$ cat config.mk
export PLATFORM = sky130hd
export DESIGN_NAME = serial_nibble_adder
export DESIGN_NICKNAME = d
export VERILOG_FILES = /design/src/rtl/serial_adder_pkg.sv /design/src/rtl/nibble_adder_slice.sv /design/src/rtl/serial_nibble_adder.sv
export SDC_FILE = /design/constraint.sdc
export NUM_CORES = 1
export LEC_CHECK = 0
export ABC_AREA = 1
export BUFFER_PORTS_ARGS = -buffer_cell sky130_fd_sc_hd__buf_2
export CAP_MARGIN = 20
export CORE_UTILIZATION = 48
export CTS_CLUSTER_SIZE = 30
export DETAILED_ROUTE_END_ITERATION = 8
export PLACE_DENSITY = 0.76
export SYNTH_ARGS = -nofsm -noshare
export SYNTH_HDL_FRONTEND = slang
export SYNTH_SLANG_ARGS = --single-unit
$ cat constraint.sdc
create_clock -name clk -period 4.05 [get_ports clk]
set_input_delay 0 -clock clk [delete_from_list [all_inputs] [get_ports clk]]
set_output_delay 0 -clock clk [all_outputs]
set_load 0.005 [all_outputs]
$ cat src/rtl/serial_adder_pkg.sv
// Shared definitions for the serial nibble adder: slice width, FSM state
// encoding and a helper that sizes the nibble counter.
package serial_adder_pkg;

  localparam int NIB_W = 4;

  typedef enum logic [1:0] {
    IDLE = 2'd0,
    RUN  = 2'd1,
    DONE = 2'd2
  } state_t;

  // A single-nibble adder still needs a one-bit counter, so clamp at 1.
  function automatic int cnt_width(input int n);
    return (n <= 1) ? 1 : $clog2(n);
  endfunction

endpackage

$ cat src/rtl/nibble_adder_slice.sv
// Combinational 4-bit ripple slice: a + b + cin with carry out.
module nibble_adder_slice
  import serial_adder_pkg::*;
(
  input  logic [NIB_W-1:0] a_i,
  input  logic [NIB_W-1:0] b_i,
  input  logic             cin_i,
  output logic [NIB_W-1:0] sum_o,
  output logic             cout_o
);

  // The extra top bit of the widened add is the carry out of the slice.
  always_comb begin
    {cout_o, sum_o} = {1'b0, a_i} + {1'b0, b_i} + {{NIB_W{1'b0}}, cin_i};
  end

endmodule

$ cat src/rtl/serial_nibble_adder.sv
// Multi-cycle WIDTH-bit adder that feeds one nibble per clock through a
// single 4-bit slice, LSB nibble first, with valid/ready on both sides.
// Optional subtract mode is enabled by defining SERIAL_ADDER_SUB_EN, which
// adds the Sub input port.
module serial_nibble_adder
  import serial_adder_pkg::*;
#(
  parameter int WIDTH = 16
) (
  input  logic             clk,
  input  logic             rst,
  input  logic             in_valid,
  output logic             in_ready,
  input  logic [WIDTH-1:0] A,
  input  logic [WIDTH-1:0] B,
  input  logic             Cin,
`ifdef SERIAL_ADDER_SUB_EN
  input  logic             Sub,
`endif
  output logic             out_valid,
  input  logic             out_ready,
  output logic [WIDTH-1:0] S,
  output logic             Cout,
  output logic             V
);

  localparam int NIB   = WIDTH / NIB_W;
  localparam int CNT_W = cnt_width(NIB);

  if ((WIDTH % NIB_W) != 0 || WIDTH < NIB_W) begin : g_width_check
    $error("serial_nibble_adder: WIDTH must be a multiple of 4 and >= 4");
  end

  state_t             state_q, state_d;
  logic [WIDTH-1:0]   aSh_q, aSh_d;
  logic [WIDTH-1:0]   bSh_q, bSh_d;
  logic [WIDTH-1:0]   res_q, res_d;
  logic               carry_q, carry_d;
  logic [CNT_W-1:0]   cnt_q, cnt_d;
  logic               aMsb_q, aMsb_d;
  logic               bMsb_q, bMsb_d;
  logic [WIDTH-1:0]   s_q, s_d;
  logic               cout_q, cout_d;
  logic               v_q, v_d;

  logic [WIDTH-1:0]   bLoad;
  logic               cLoad;
  logic [NIB_W-1:0]   sliceSum;
  logic               sliceCout;
  logic [WIDTH-1:0]   resShift;

  // Operand B and the initial carry as they enter the shift registers;
  // subtraction is A + ~B + 1.
`ifdef SERIAL_ADDER_SUB_EN
  always_comb begin
    bLoad = Sub ? ~B : B;
    cLoad = Sub ? 1'b1 : Cin;
  end
`else
  always_comb begin
    bLoad = B;
    cLoad = Cin;
  end
`endif

  nibble_adder_slice u_slice (
    .a_i    (aSh_q[NIB_W-1:0]),
    .b_i    (bSh_q[NIB_W-1:0]),
    .cin_i  (carry_q),
    .sum_o  (sliceSum),
    .cout_o (sliceCout)
  );

  // New sum nibble enters at the top so after NIB shifts the LSB nibble
  // has reached bit 0; the cast keeps this valid when WIDTH is 4.
  always_comb begin
    resShift = (res_q >> NIB_W) | (WIDTH'(sliceSum) << (WIDTH - NIB_W));
  end

  // Next-state, datapath and handshake outputs of the sequencing FSM.
  always_comb begin
    state_d   = state_q;
    aSh_d     = aSh_q;
    bSh_d     = bSh_q;
    res_d     = res_q;
    carry_d   = carry_q;
    cnt_d     = cnt_q;
    aMsb_d    = aMsb_q;
    bMsb_d    = bMsb_q;
    s_d       = s_q;
    cout_d    = cout_q;
    v_d       = v_q;
    in_ready  = 1'b0;
    out_valid = 1'b0;
    case (state_q)
      IDLE: begin
        in_ready = 1'b1;
        if (in_valid) begin
          aSh_d   = A;
          bSh_d   = bLoad;
          carry_d = cLoad;
          aMsb_d  = A[WIDTH-1];
          bMsb_d  = bLoad[WIDTH-1];
          cnt_d   = '0;
          res_d   = '0;
          state_d = RUN;
        end
      end
      RUN: begin
        aSh_d   = aSh_q >> NIB_W;
        bSh_d   = bSh_q >> NIB_W;
        res_d   = resShift;
        carry_d = sliceCout;
        cnt_d   = cnt_q + 1'b1;
        if (cnt_q == CNT_W'(NIB - 1)) begin
          s_d     = resShift;
          cout_d  = sliceCout;
          v_d     = (aMsb_q == bMsb_q) && (resShift[WIDTH-1] != aMsb_q);
          state_d = DONE;
        end
      end
      DONE: begin
        out_valid = 1'b1;
        if (out_ready) begin
          state_d = IDLE;
        end
      end
      default: begin
        state_d = IDLE;
      end
    endcase
  end

  // State and datapath registers; reset aborts any operation in flight.
  always_ff @(posedge clk or posedge rst) begin
    if (rst) begin
      state_q <= IDLE;
      aSh_q   <= '0;
      bSh_q   <= '0;
      res_q   <= '0;
      carry_q <= 1'b0;
      cnt_q   <= '0;
      aMsb_q  <= 1'b0;
      bMsb_q  <= 1'b0;
      s_q     <= '0;
      cout_q  <= 1'b0;
      v_q     <= 1'b0;
    end else begin
      state_q <= state_d;
      aSh_q   <= aSh_d;
      bSh_q   <= bSh_d;
      res_q   <= res_d;
      carry_q <= carry_d;
      cnt_q   <= cnt_d;
      aMsb_q  <= aMsb_d;
      bMsb_q  <= bMsb_d;
      s_q     <= s_d;
      cout_q  <= cout_d;
      v_q     <= v_d;
    end
  end

  assign S    = s_q;
  assign Cout = cout_q;
  assign V    = v_q;

endmodule

# Word level (Yosys, flattened, before mapping)
# Index checks and enable logic that the tools add are counted.
# totals
register_bits	73
in_bits	37
output_inout_bits	20
# op_classes
addsub	3
eq_ne	8
mux	16
bitwise	1
reduce_logical	7
# op_table
operator	count
16-bit one-hot mux with 2 select lines	3
16-bit two-way mux	3
12-bit by 16-bit bitwise OR with 16-bit output	1
2-bit two-way mux	4
2-bit != test, second input constant	3
2-bit one-hot mux with 3 select lines	1
2-bit AND reduction	3
4-bit by 4-bit adder with 5-bit output	1
5-bit by 1-bit adder with 5-bit output	1
2-bit == test, second input constant	2
2-bit one-hot mux with 2 select lines	1
1-bit two-way mux	3
3-bit AND reduction	1
2-bit by 1-bit adder with 2-bit output, second input constant	1
2-bit by 1-bit == test with 1-bit output, second input constant	1
2-bit logical NOT	1
1-bit one-hot mux with 2 select lines	1
2-bit nonzero test	1
1-bit == test	1
1-bit logical AND	1
1-bit != test	1

# Depth between registers and ports, before layout
# logic_depth
depth_word	5
ltp_mapped	8

# Hierarchy
# From an unflattened synthesis, not the netlist that was laid out.
# hier_totals
cells_unflattened	396
hier_area_um2	3161.8
# by_module_without_submodules
module	instances	cells_per_inst	area_per_inst_um2	seq_area_each_um2
serial_nibble_adder	1	371	2996.6	1726.7
nibble_adder_slice	1	25	165.2	0.0

# Least setup slack after synthesis
# No wires, ideal clock.
# synth_path
path_type	register to register
startpoint	register aSh_q[0]
endpoint	register carry_q
t_arrival_ns	1.579
setup_slack_ns	2.347
path_stages_with_launch	7
path_buffers	0
period_less_slack_ns	1.703
path_cell_list	dfrtp_1 > fa_1 > fa_1 > a21oi_1 > o21bai_1 > nand2_1 > nand3_1
# synth_via
elab_chain_len	3
# synth_rtl
item	line_no	rtl
start, declared	serial_nibble_adder.sv:35	logic [WIDTH-1:0] aSh_q, aSh_d;
start signal, assigned	serial_nibble_adder.sv:150	aSh_q <= aSh_d;
4-bit by 4-bit adder with 5-bit output	nibble_adder_slice.sv:14	{cout_o, sum_o} = {1'b0, a_i} + {1'b0, b_i} + {{NIB_W{1'b0}}, cin_i};
5-bit by 1-bit adder with 5-bit output	nibble_adder_slice.sv:14	
1-bit one-hot mux with 2 select lines	serial_nibble_adder.sv:95	case (state_q)
end signal, assigned	serial_nibble_adder.sv:153	carry_q <= carry_d;
end, declared	serial_nibble_adder.sv:38	logic carry_q, carry_d;
# Every way passes these cells.
# A chain may end at the register's enable or synchronous reset.

# Final worst setup path
# layout_path
startpoint	register state_q[1]
endpoint	register bSh_q[5]
# layout_via
elab_chain_len	3
elab_cells_between_ends	6
cone_classes	eq/ne: 2; mux: 1; reduce/logical: 3
# layout_rtl
item	line_no	rtl
start, declared	serial_nibble_adder.sv:34	state_t state_q, state_d;
start signal, assigned	serial_nibble_adder.sv:149	state_q <= state_d;
2-bit by 1-bit == test with 1-bit output / 2-bit logical NOT (equally long branches)	serial_nibble_adder.sv:95	
2-bit nonzero test (no source line) / 2-bit != test (equally long branches)	-	
2-bit AND reduction (no source line)	-	
end signal, assigned	serial_nibble_adder.sv:151	bSh_q <= bSh_d;
end, declared	serial_nibble_adder.sv:36	logic [WIDTH-1:0] bSh_q, bSh_d;
# Parallel ways exist; a longest one is shown, timed or not.

==> key figures <==
STA
  • Unrepaired setup endpoints after global routing: no
  • Worst setup margin: 1.773 ns
  • Clk_skew: 0.01463 ns
  • Post-route minimum period: approximately 2.3 ns
  • Peak Freq: 0.4392 GHz
  • Max Slew Vio Count: 0
  • Slew @ Worst Pin: about 0.92 ns
  • Slew Limit Headroom: 0.3863
  • Final Hold Fails: 0
  • Fin Setup TNS: 0 ns
  • Final period util: 0.5621
  • Final setup fails: 0

Setup path
  • Critical path type: register to register
  • Critical Path RT: 4.30 ns
  • Critical path arrival: roughly 2.5 ns
  • CP most frequent cell: inv_2
  • Crit Path Max Fanout: 60
  • Crit-path max cell delay: about 0.70 ns
  • Critical path cell sequence: inv_2, nand2_1, nor2_2, nor2_4, inv_2, nand3_1, o21a_1
  • Worst path slowest cell: inv_2
  • Critical path launch point type: register
  • Worst Setup End Kind: register

Placement
  • Post-DP HPWL: around 4.0 mm
  • GP Congestion: a little under 0.8
  • Pre-CTS setup slack: about 1.8 ns
  • I/O Buffers: between 50 and 60

Route
  • DRC viols: 0
  • Drt via density: 5.006
  • Initial DRC Count: between 150 and 200
  • WL/cell: approximately 13 µm
  • WL final: between 6 and 7 mm
  • ANT nets after route: 0
  • Via count: about 2500
  • TritonRoute pass-1 iters: 5

Synth
  • Top cells by area, synth: dfrtp_1, nand2_1, o21ai_2
  • Syn Inst Count: 337
  • Top-area cell type share of the netlist area: 0.5459
  • Synth warn: 0
  • Area leader, netlist: dfrtp_1
  • Cell Area, Synth: 0.003163 mm²
  • Post-synthesis cell type count: 26
  • Synth Area per Inst: 9.386 µm²
  • Seq cells post-synth: between 60 and 70
  • Sequential share of the synthesized area: 0.5459
  • Syn_nets: 380

Floorplan
  • Die width: 83.18 µm
  • FP Rows: 29
  • # IOs: between 50 and 60
  • Die area: ~0.0069 mm²
  • Core Region: around 0.0063 mm²
  • Die Height: slightly above 80 µm
  • Starting Density: 0.4981

Cells and area
  • Most common cell after layout, fill and taps aside: nand2_1
  • # nets final: between 400 and 500
  • Final-layout fill cell count: 539
  • ANT cells: 0
  • Area Overhead vs Synth: 24.60%
  • Most frequent cells in the layout: nand2_1, dfrtp_1, buf_2, inv_1, dlygate4sd3_1
  • Register area: 0.001727 mm²
  • Area occupied by multi-input gates: between 0.001 and 0.0015 mm²
  • Share of layout cells above drive strength 1: 0.2559

Clock network
  • Skew-Pair Late Insertion Delay: between 0.3 and 0.4 ns
  • CTS sink count: around 70
  • TritonCTS buffer count: 9
  • Clk pin slew, worst setup/hold paths: ~0.080 ns
  • Clock Path Buffers: 2
  • TritonCTS clock tree: yes
  • Root Driver: clkbuf_8
  • H-tree Lvls: 3
  • Setup Fix Bufs, Post-CTS: 0

Global route
  • Initial antenna violation count: 0
  • Vias in the first global route: between 2000 and 2500
  • First-pass GRT wire length: around 11 mm
  • GRT Util Overall: 0.2026
  • Pin count of the biggest net entering global routing: 70
  • Grt total ovfl: 0

Outcome
  • Status: complete, no violations

Power
  • P_leak: between 1.5 and 2 nW
  • Pwr dens: about 840 mW/mm²
  • Peak supply drop: between 0.0004 and 0.0005 V

Run
  • Max-Cap Viols: 0

Worst hold path
  • Hold Path Class: primary input to register
layout make-up:
cell class              count  share of cell area
multi-input cells         215              0.2981
flip-flops and latches     69              0.4381
clock buffers              11             0.03587
well taps                  77             0.02444
repair buffers             86              0.1467
clock inverters             5             0.02127
inverters                  36             0.03556
layer usage:
layer,track usage,vias up,routed length (µm)
li1,-,1245,-
met2,0.3107,66,3062
met3,0.04175,14,270
met5,0,-,0
met1,0.2744,1173,2850
met4,0.1019,0,174
final timing paths:
| path | endpoint | cells past startpoint | startpoint | slack [ns] |
|---|---|---|---|---|
| setup reg to reg | bSh_q[5] | 7 | state_q[1] | 1.77 |
| hold / removal | bSh_q[3] | 4 | B[3] | 0.003 |
| setup / recovery | bSh_q[5] | 7 | state_q[1] | 1.77 |
| max in group asynchronous | S[9] | 4 | rst | 3.07 |
| hold reg to reg | S[9] | 2 | S[9] | 0.48 |
| min in group asynchronous | S[2] | 4 | rst | 0.44 |
timing repair:
item                      in CTS  in global routing
gates resized for setup        0                  0
hold endpoints to repair      99                  0
hold buffers                  29                  0
power breakdown:
group,leakage [nW],switching (mW),total (mW),internal (mW)
Clock,0.106,0.267,0.632,0.365
Sequential,0.866,0.167,1.18,1.01
Combinational,1.01,0.917,1.50,0.581
Total,1.98,1.35,3.31,1.96
synth_stat cells:
library cell  number
o31ai_1            1
buf_2             10
fa_1               2
o21ai_0           17
a22o_1             1
a21oi_1            2
o21bai_1           1
nor2_4             2
nor2_1             3
nand3_1           26
nand2_1           98
inv_2              3
xnor2_1            1
buf_6              6
nand2_2           11
o21ai_2           15
o21ai_1            2
inv_1             31
inv_4              2
o21a_1            16
dfrtp_1           69
buf_1              1
ha_1               4
o22ai_1           11
nor2_8             1
nor2_2             1
registers in the layout, summed over array words and instances, names as in the netlist:
register / count
state_q: 2
carry_q: 1
V: 1
S: 16
res_q: 12
bSh_q: 16
bMsb_q: 1
Cout: 1
aMsb_q: 1
cnt_q: 2
aSh_q: 16
critical path: cells and delay by family (launching register included):
kind,cells,cell delay [ns]
AO/OA/AOI/OAI,1,0.16
buffers and inverters,2,0.78
flip-flops,1,0.42
AND/OR/NAND/NOR,4,0.79
per-stage QoR:
step | cell area [µm²] | total power [mW] | utilization | hold WS [ns] | instances
final | 3941 | 3.308 | 0.6207 | 0.002723 | 499
after CTS | 3941 | 3.327 | 0.6207 | 0.003974 | 499
after floorplan | 3163 | 2.399 | - | 0.09469 | 337
after detailed placement | 3426 | 2.673 | 0.5395 | 0.2080 | 454
after global routing | 3941 | 3.595 | 0.6207 | 0.02017 | 499
after global placement | 3426 | 2.608 | 0.5395 | 0.2035 | 454
logic make-up (layout without fill, tap and decap cells):
| kind of cell | count (synthesis) | count (layout) | synth area share |
|---|---|---|---|
| AOI/OAI and AO/OA | 66 | 66 | 0.1420 |
| xor gates and xnor gates | 1 | 1 | 0.002769 |
| adders and majority gates | 6 | 6 | 0.02848 |
| buffers and inverters | 53 | 138 | 0.08267 |
| DFF | 69 | 69 | 0.5459 |
| and+or+nand+nor | 142 | 142 | 0.1982 |
No activity file was read; power rests on OpenSTA's default activity.
